<file path="config.mk">
export PLATFORM = sky130hd
export DESIGN_NAME = paddle_input_ctrl_flat
export DESIGN_NICKNAME = d
export VERILOG_FILES = /design/src/rtl/paddle_input_pkg.sv /design/src/rtl/paddle_input_ctrl_if.sv /design/src/rtl/paddle_input_ctrl_key_debounce.sv /design/src/rtl/paddle_input_ctrl.sv /design/src/flat_wrapper.sv
export SDC_FILE = /design/constraint.sdc
export NUM_CORES = 1
export LEC_CHECK = 0
export ABC_AREA = 1
export CORE_ASPECT_RATIO = 0.7
export CORE_MARGIN = 8
export CORE_UTILIZATION = 40
export CTS_BUF_LIST = sky130_fd_sc_hd__clkbuf_4 sky130_fd_sc_hd__clkbuf_8 sky130_fd_sc_hd__clkbuf_16
export CTS_CLUSTER_SIZE = 10
export DETAILED_ROUTE_END_ITERATION = 12
export GPL_TIMING_DRIVEN = 0
export PLACE_DENSITY_LB_ADDON = 0.3
export SETUP_SLACK_MARGIN = 0.4
export SLEW_MARGIN = 40
export SYNTH_ARGS = -nofsm -noshare
export SYNTH_HDL_FRONTEND = slang
export SYNTH_HIERARCHICAL = 1
export SYNTH_SLANG_ARGS = --single-unit
</file>
<file path="constraint.sdc">
create_clock -name clk -period 4.25 [get_ports clk]
set_input_delay 0.85 -clock clk [delete_from_list [all_inputs] [get_ports clk]]
set_output_delay 0.85 -clock clk [all_outputs]
set_load 0.02 [all_outputs]
</file>
<file path="src/rtl/paddle_input_pkg.sv">
// paddle_input_pkg: shared constants and types for the paddle input front-end.
//   KEY_* : bit positions of each push-button inside the 4-bit KEY bus
//   dir_t : paddle move direction
//   move_state_t : states of the hold-to-repeat move sequencer
package paddle_input_pkg;

  localparam int unsigned KEY_LEFT   = 3;
  localparam int unsigned KEY_RIGHT  = 2;
  localparam int unsigned KEY_PAUSE  = 1;
  localparam int unsigned KEY_LAUNCH = 0;
  localparam int unsigned NUM_KEYS   = 4;

  typedef enum logic {
    DIR_LEFT  = 1'b0,
    DIR_RIGHT = 1'b1
  } dir_t;

  typedef enum logic [1:0] {
    M_IDLE   = 2'd0,
    M_DELAY  = 2'd1,
    M_REPEAT = 2'd2
  } move_state_t;

  // Counter width shared by every timer: one bit of headroom over the largest limit.
  function automatic int unsigned cnt_width(input int unsigned a,
                                            input int unsigned b,
                                            input int unsigned c);
    int unsigned m;
    m = a;
    if (b > m) m = b;
    if (c > m) m = c;
    return $clog2(m) + 1;
  endfunction

endpackage

</file>
<file path="src/rtl/paddle_input_ctrl_if.sv">
// paddle_input_ctrl_if: valid/ready channel carrying paddle move requests.
//   move_valid : a move request is pending (producer)
//   move_dir   : 0 = left, 1 = right, stable while move_valid (producer)
//   move_ready : consumer accepts the pending move (consumer)
interface paddle_input_ctrl_if;

  logic move_valid;
  logic move_dir;
  logic move_ready;

  modport master (output move_valid, output move_dir, input move_ready);
  modport slave  (input move_valid, input move_dir, output move_ready);

endinterface

</file>
<file path="src/rtl/paddle_input_ctrl_key_debounce.sv">
// key_debounce: 2-FF synchronizer plus counter debouncer for one active-low button.
//   clk, reset : clock and synchronous active-low reset
//   key_n      : raw button, 0 = pressed
//   level      : debounced level, 1 = pressed
//   press      : one-cycle pulse in the cycle level rises 0->1
module key_debounce
  #(parameter int unsigned DEBOUNCE_CYCLES = 500000,
    parameter int unsigned CNT_W           = 20)
  (input  logic clk,
   input  logic reset,
   input  logic key_n,
   output logic level,
   output logic press);

  localparam logic [CNT_W-1:0] CNT_MAX = CNT_W'(DEBOUNCE_CYCLES);

  logic             sync1;
  logic             sync2;
  logic [CNT_W-1:0] cnt;

  // Synchronize, then flip the level only after CNT_MAX consecutive disagreeing cycles.
  always_ff @(posedge clk) begin
    if (!reset) begin
      sync1 <= 1'b0;
      sync2 <= 1'b0;
      cnt   <= '0;
      level <= 1'b0;
      press <= 1'b0;
    end else begin
      sync1 <= ~key_n;
      sync2 <= sync1;
      press <= 1'b0;
      if (sync2 == level) begin
        cnt <= '0;
      end else if (cnt == CNT_MAX) begin
        cnt   <= '0;
        level <= ~level;
        press <= ~level;
      end else begin
        cnt <= cnt + CNT_W'(1);
      end
    end
  end

endmodule

</file>
<file path="src/rtl/paddle_input_ctrl.sv">
// paddle_input_ctrl: converts the four DE1 push-buttons into Breakout game commands.
//   clk, reset : clock and synchronous active-low reset
//   KEY        : raw buttons, active-low ([3] left, [2] right, [1] pause, [0] launch)
//   move_bus   : valid/ready move request channel (producer side)
//   launch     : one-cycle pulse per launch press while not paused
//   paused     : pause level, toggled by each pause press
module paddle_input_ctrl
  import paddle_input_pkg::*;
  #(parameter int unsigned DEBOUNCE_CYCLES = 500000,
    parameter int unsigned REPEAT_DELAY    = 12500000,
    parameter int unsigned REPEAT_RATE     = 2500000)
  (input  logic                 clk,
   input  logic                 reset,
   input  logic [NUM_KEYS-1:0]  KEY,
   paddle_input_ctrl_if.master  move_bus,
   output logic                 launch,
   output logic                 paused);

  localparam int unsigned CNT_W = cnt_width(DEBOUNCE_CYCLES, REPEAT_DELAY, REPEAT_RATE);
  localparam logic [CNT_W-1:0] DELAY_LAST = CNT_W'(REPEAT_DELAY - 1);
  localparam logic [CNT_W-1:0] RATE_LAST  = CNT_W'(REPEAT_RATE - 1);

  logic [NUM_KEYS-1:0] lvl;
  logic [NUM_KEYS-1:0] prs;
  logic                unused_lvl;

  // One debouncer per button.
  for (genvar g = 0; g < NUM_KEYS; g++) begin : g_key
    key_debounce #(.DEBOUNCE_CYCLES(DEBOUNCE_CYCLES), .CNT_W(CNT_W)) u_key (
      .clk   (clk),
      .reset (reset),
      .key_n (KEY[g]),
      .level (lvl[g]),
      .press (prs[g])
    );
  end

  // Pause and launch act on press pulses only.
  assign unused_lvl = lvl[KEY_PAUSE] ^ lvl[KEY_LAUNCH];

  move_state_t      state_q, state_d;
  logic [CNT_W-1:0] tmr_q, tmr_d;
  dir_t             dir_q, dir_d;
  logic             issue_c;
  logic             valid_q, valid_d;
  dir_t             mdir_q, mdir_d;
  logic             launch_d;
  logic             paused_d;

  logic active_held_c;
  logic other_held_c;
  logic other_press_c;
  dir_t other_dir_c;

  assign active_held_c = (dir_q == DIR_LEFT) ? lvl[KEY_LEFT]  : lvl[KEY_RIGHT];
  assign other_held_c  = (dir_q == DIR_LEFT) ? lvl[KEY_RIGHT] : lvl[KEY_LEFT];
  assign other_press_c = (dir_q == DIR_LEFT) ? prs[KEY_RIGHT] : prs[KEY_LEFT];
  assign other_dir_c   = dir_t'(~dir_q);

  // State register.
  always_ff @(posedge clk) begin
    if (!reset) begin
      state_q <= M_IDLE;
      tmr_q   <= '0;
      dir_q   <= DIR_LEFT;
      valid_q <= 1'b0;
      mdir_q  <= DIR_LEFT;
      launch  <= 1'b0;
      paused  <= 1'b0;
    end else begin
      state_q <= state_d;
      tmr_q   <= tmr_d;
      dir_q   <= dir_d;
      valid_q <= valid_d;
      mdir_q  <= mdir_d;
      launch  <= launch_d;
      paused  <= paused_d;
    end
  end

  // Next-state: hold-to-repeat sequencing and move issue decisions.
  always_comb begin
    state_d = state_q;
    tmr_d   = tmr_q;
    dir_d   = dir_q;
    issue_c = 1'b0;
    if (paused) begin
      state_d = M_IDLE;
      tmr_d   = '0;
    end else begin
      case (state_q)
        M_IDLE: begin
          // Left wins when both directions are pressed in the same cycle.
          if (prs[KEY_LEFT]) begin
            dir_d   = DIR_LEFT;
            issue_c = 1'b1;
            state_d = M_DELAY;
            tmr_d   = '0;
          end else if (prs[KEY_RIGHT]) begin
            dir_d   = DIR_RIGHT;
            issue_c = 1'b1;
            state_d = M_DELAY;
            tmr_d   = '0;
          end
        end
        M_DELAY, M_REPEAT: begin
          if (other_press_c || (!active_held_c && other_held_c)) begin
            dir_d   = other_dir_c;
            issue_c = 1'b1;
            state_d = M_DELAY;
            tmr_d   = '0;
          end else if (!active_held_c) begin
            state_d = M_IDLE;
            tmr_d   = '0;
          end else if (tmr_q == ((state_q == M_DELAY) ? DELAY_LAST : RATE_LAST)) begin
            issue_c = 1'b1;
            state_d = M_REPEAT;
            tmr_d   = '0;
          end else begin
            tmr_d = tmr_q + CNT_W'(1);
          end
        end
        default: begin
          state_d = M_IDLE;
          tmr_d   = '0;
        end
      endcase
    end
  end

  // Outputs: single-slot move handshake, launch pulse, pause toggle.
  always_comb begin
    valid_d  = valid_q;
    mdir_d   = mdir_q;
    launch_d = 1'b0;
    paused_d = paused;
    // A new move is taken only when the slot is empty or being emptied this cycle.
    if (issue_c && (!valid_q || move_bus.move_ready)) begin
      valid_d = 1'b1;
      mdir_d  = dir_d;
    end else if (move_bus.move_ready) begin
      valid_d = 1'b0;
    end
    if (prs[KEY_PAUSE]) paused_d = ~paused;
    launch_d = prs[KEY_LAUNCH] && !paused;
  end

  assign move_bus.move_valid = valid_q;
  assign move_bus.move_dir   = mdir_q;

endmodule
</file>
<file path="src/flat_wrapper.sv">
// flat-port wrapper written by rule: the top's interface ports become plain ports
module paddle_input_ctrl_flat import paddle_input_pkg::*;
#(parameter int unsigned DEBOUNCE_CYCLES = 500000,
    parameter int unsigned REPEAT_DELAY    = 12500000,
    parameter int unsigned REPEAT_RATE     = 2500000)
  (clk, reset, KEY, launch, paused, move_bus_move_valid, move_bus_move_dir, move_bus_move_ready);
  paddle_input_ctrl_if move_bus_i ();
  input  logic clk;
  input  logic reset;
  input  logic [NUM_KEYS-1:0] KEY;
  output logic launch;
  output logic paused;
  output wire logic [$bits(move_bus_i.move_valid)-1:0] move_bus_move_valid;
  output wire logic [$bits(move_bus_i.move_dir)-1:0] move_bus_move_dir;
  input wire logic [$bits(move_bus_i.move_ready)-1:0] move_bus_move_ready;
  assign move_bus_move_valid = move_bus_i.move_valid;
  assign move_bus_move_dir = move_bus_i.move_dir;
  assign move_bus_i.move_ready = move_bus_move_ready;
  paddle_input_ctrl #(.DEBOUNCE_CYCLES(DEBOUNCE_CYCLES), .REPEAT_DELAY(REPEAT_DELAY), .REPEAT_RATE(REPEAT_RATE)) u_core (.clk(clk), .reset(reset), .KEY(KEY), .move_bus(move_bus_i), .launch(launch), .paused(paused));
endmodule
</file>
==> results.txt <==
Worst min-delay path category -> flip-flop to flip-flop
M2 GR Usage -> 0.2126
Post-CTS Setup Bufs -> 0
Post-synthesis sequential area ratio -> 0.3514
Count of cell types in the netlist -> 37
Type of the worst setup path -> input pin to flip-flop
Async SR Flop Fraction -> 0
Crit Path Max Fanout -> 18
Die ar. -> 26060 µm²
Diode count -> 0
Vias -> 7193
Rows -> 44
Worst-case reg-to-reg path depth -> 9
Die extent in x -> 189.5 µm
Synth Flop Type -> dfxtp_1
Clk sinks -> 148
Unrepaired setup endpoints after global routing -> false
Total negative setup slack -> 0 ns
Reg2reg end -> u_core/tmr_q[7]$_SDFFE_PP0P_
WP data arrival -> 2.84 ns
Dpl ws -> 1.302 ns
R2R setup slack -> 2.37 ns
Post-DP HPWL -> 14.06 mm
Vias in the first global route -> 6623
Vias per inst -> 4.626
DRT Pass-1 Iters -> 7
Slew Viols, Final -> 0
Final period utilization -> 0.5836
I/O Pins -> 11
Hold Buf Count CTS -> 0
CTS tree -> built
Clock Path Buffers -> 2
Total track usage -> 0.1491
Hold Crit Depth -> 2
Largest net degree at the start of global routing -> 19
Synth area leaders -> dfxtp_1, nand2_1, nor2_1
Static Leak -> 3.266 nW
Post-synth EDFFs -> 0
DRC -> 0
Syn Inst Count -> 1237
First-pass GRT wire length -> 31.69 mm
Max Cap Viol -> 0
Area grow syn2layout -> 13.40%
Initial core utilization -> 0.4073
Status -> completed
Count leader, synth -> nand2_1
Hold Startpoint -> u_core/g_key[2].u_key/sync1$_SDFF_PN0_
Area share of the largest cell type after synthesis -> 0.3514
Mapped Nets -> 1256
Share of cells above drive strength 1 -> 0.1556
Maximum vdd ir drop -> 0.2756 mV
Clock skew -> 0.009529 ns
Met1 Track Usage GR -> 0.2197
Clock latency on the worst-skew pair -> 0.42 ns
Gpl congestion -> 0.8638
CTS root buf -> clkbuf_16
Worst EP required -> 4.61 ns
Final Hold Fails -> 0
Final setup fails -> 0
Core area -> 20700 µm²
Post-synth top area cell -> dfxtp_1
Drt wl/cell -> 11.84 µm
Seq cells post-synth -> 148
Met3 global-route usage -> 0.03338
Worst Hold Path EP -> u_core/g_key[2].u_key/sync2$_SDFF_PN0_
Antenna Nets Post-Route -> 0
CTS H-Tree Depth -> 4
Total CTS buffers -> 17
Post-route worst setup slack -> 1.770 ns
Max_slew headroom -> 0.5446
Reg-to-Reg Start -> u_core/state_q[0]$_SDFFE_PP0P_
Core Util, Final -> 0.4619
Slew @ Worst Pin -> 0.6810 ns
IO buf count -> 10
Yosys warns -> 6
Total congestion overflow -> 0
Die height -> 137.5 µm
Syn Area/Cell -> 6.816 µm²
Clock-pin transition on the worst setup and hold timing paths -> 0.06 ns
Initial drt markers -> 495
Fmax -> 403.2 MHz
PD cells -> 336.5 nW/µm²
CP Capture Type -> flip-flop
Total wire length -> 18.41 mm
Final min period -> 2.480 ns
Initial antenna violation count -> 0
CP Launch Type -> input pin
Synth cell count leaders -> nand2_1, nor2_1, inv_1, dfxtp_1, nand3_1
NumNets Final -> 1285
Post-cts sizing count -> 0
Grt peak-use layer -> met1
Netlist Area Pre-Place -> 8432 µm²
## cells by family after synthesis
logic type      synth area share
compound gates           0.05713
xor+xnor                 0.05921
fa+ha+maj                0.01781
buf+inv                  0.09289
flops                     0.3514
simple gates              0.4216
## registers in the layout, summed over array words and instances (netlist names)
register / flops
u_core/tmr_q: 25
u_core/state_q: 2
u_core/g_key.u_key/press: 4
u_core/g_key.u_key/sync2: 4
u_core/g_key.u_key/sync1: 4
u_core/move_bus.move_valid: 1
u_core/paused: 1
u_core/g_key.u_key/level: 4
u_core/dir_q: 1
u_core/move_bus.move_dir: 1
u_core/launch: 1
u_core/g_key.u_key/cnt: 100
## metal layers
layer | vias up | wire, µm
met5 | - | 0
met4 | 0 | 201
met3 | 15 | 668
met2 | 121 | 7238
met1 | 3206 | 10300
li1 | 3851 | -
## cell type report
type	instances	area, µm²
Buffer	12	175.2
Clock buffer	20	460.4
Clock inverter	12	224.0
Fill cell	2124	11140
Inverter	162	608.1
Multi-Input combinational cell	915	4686
Sequential cell	148	2963
Tap cell	276	345.3
Timing Repair Buffer	10	100.1
## power by group
group          total [mW]  switching (mW)  internal, mW
Sequential           1.40         0.00452          1.39
Combinational      0.0792          0.0488        0.0304
Clock                1.74           0.598          1.14
## layout by cell type (no fill, tap or decap), types with 5 or more instances in the layout
cell and n:
nand2_2 19, nand3b_1 13, a21oi_2 33, nor3_1 16, nor2_1 218, xnor2_1 17, nand3_1 61, nor2_4 8
clkbuf_16 17, xor2_1 40, buf_12 6, o21bai_1 5, nand2_1 344, inv_1 153, nor3b_1 5, dfxtp_1 148
nand2_4 9, bufinv_16 6, ha_1 12, inv_2 9, a21oi_1 18, nand4_1 6, nor2_2 56, nand3_2 13
clkdlybuf4s50_1 10
## worst max-delay path, cell delays in order
cell             delay [ns]
clkdlybuf4s50_1        0.91
inv_1                  0.22
nor2_1                 0.46
nand2_8                0.13
buf_12                 0.17
nor2_2                 0.09
## worst max-delay path by stage
stage                     slack, ns  cells past startpoint                             to  startpoint
final                          1.77                      6  u_core/tmr_q[19]$_SDFFE_PP0P_       reset
after global routing           1.59                      5   u_core/tmr_q[6]$_SDFFE_PP0P_       reset
after CTS                      1.75                      6   u_core/tmr_q[0]$_SDFFE_PP0P_       reset
after detailed placement       1.30                      6   u_core/tmr_q[0]$_SDFFE_PP0P_       reset
after global placement         1.30                      6   u_core/tmr_q[0]$_SDFFE_PP0P_       reset
after floorplan                2.60                      5   u_core/tmr_q[0]$_SDFFE_PP0P_       reset
## stage by stage
step	hold WS [ns]	cell area (µm²)	total power [mW]	instances
after floorplan	0.3900	8432	1.484	1237
after global placement	0.3937	8877	1.509	1523
after detailed placement	0.4050	8877	1.509	1523
after CTS	0.4227	9562	3.254	1555
after global routing	0.4482	9562	3.330	1555
final	0.4189	9562	3.217	1555
Note: power is estimated with default switching activity, not from simulation.
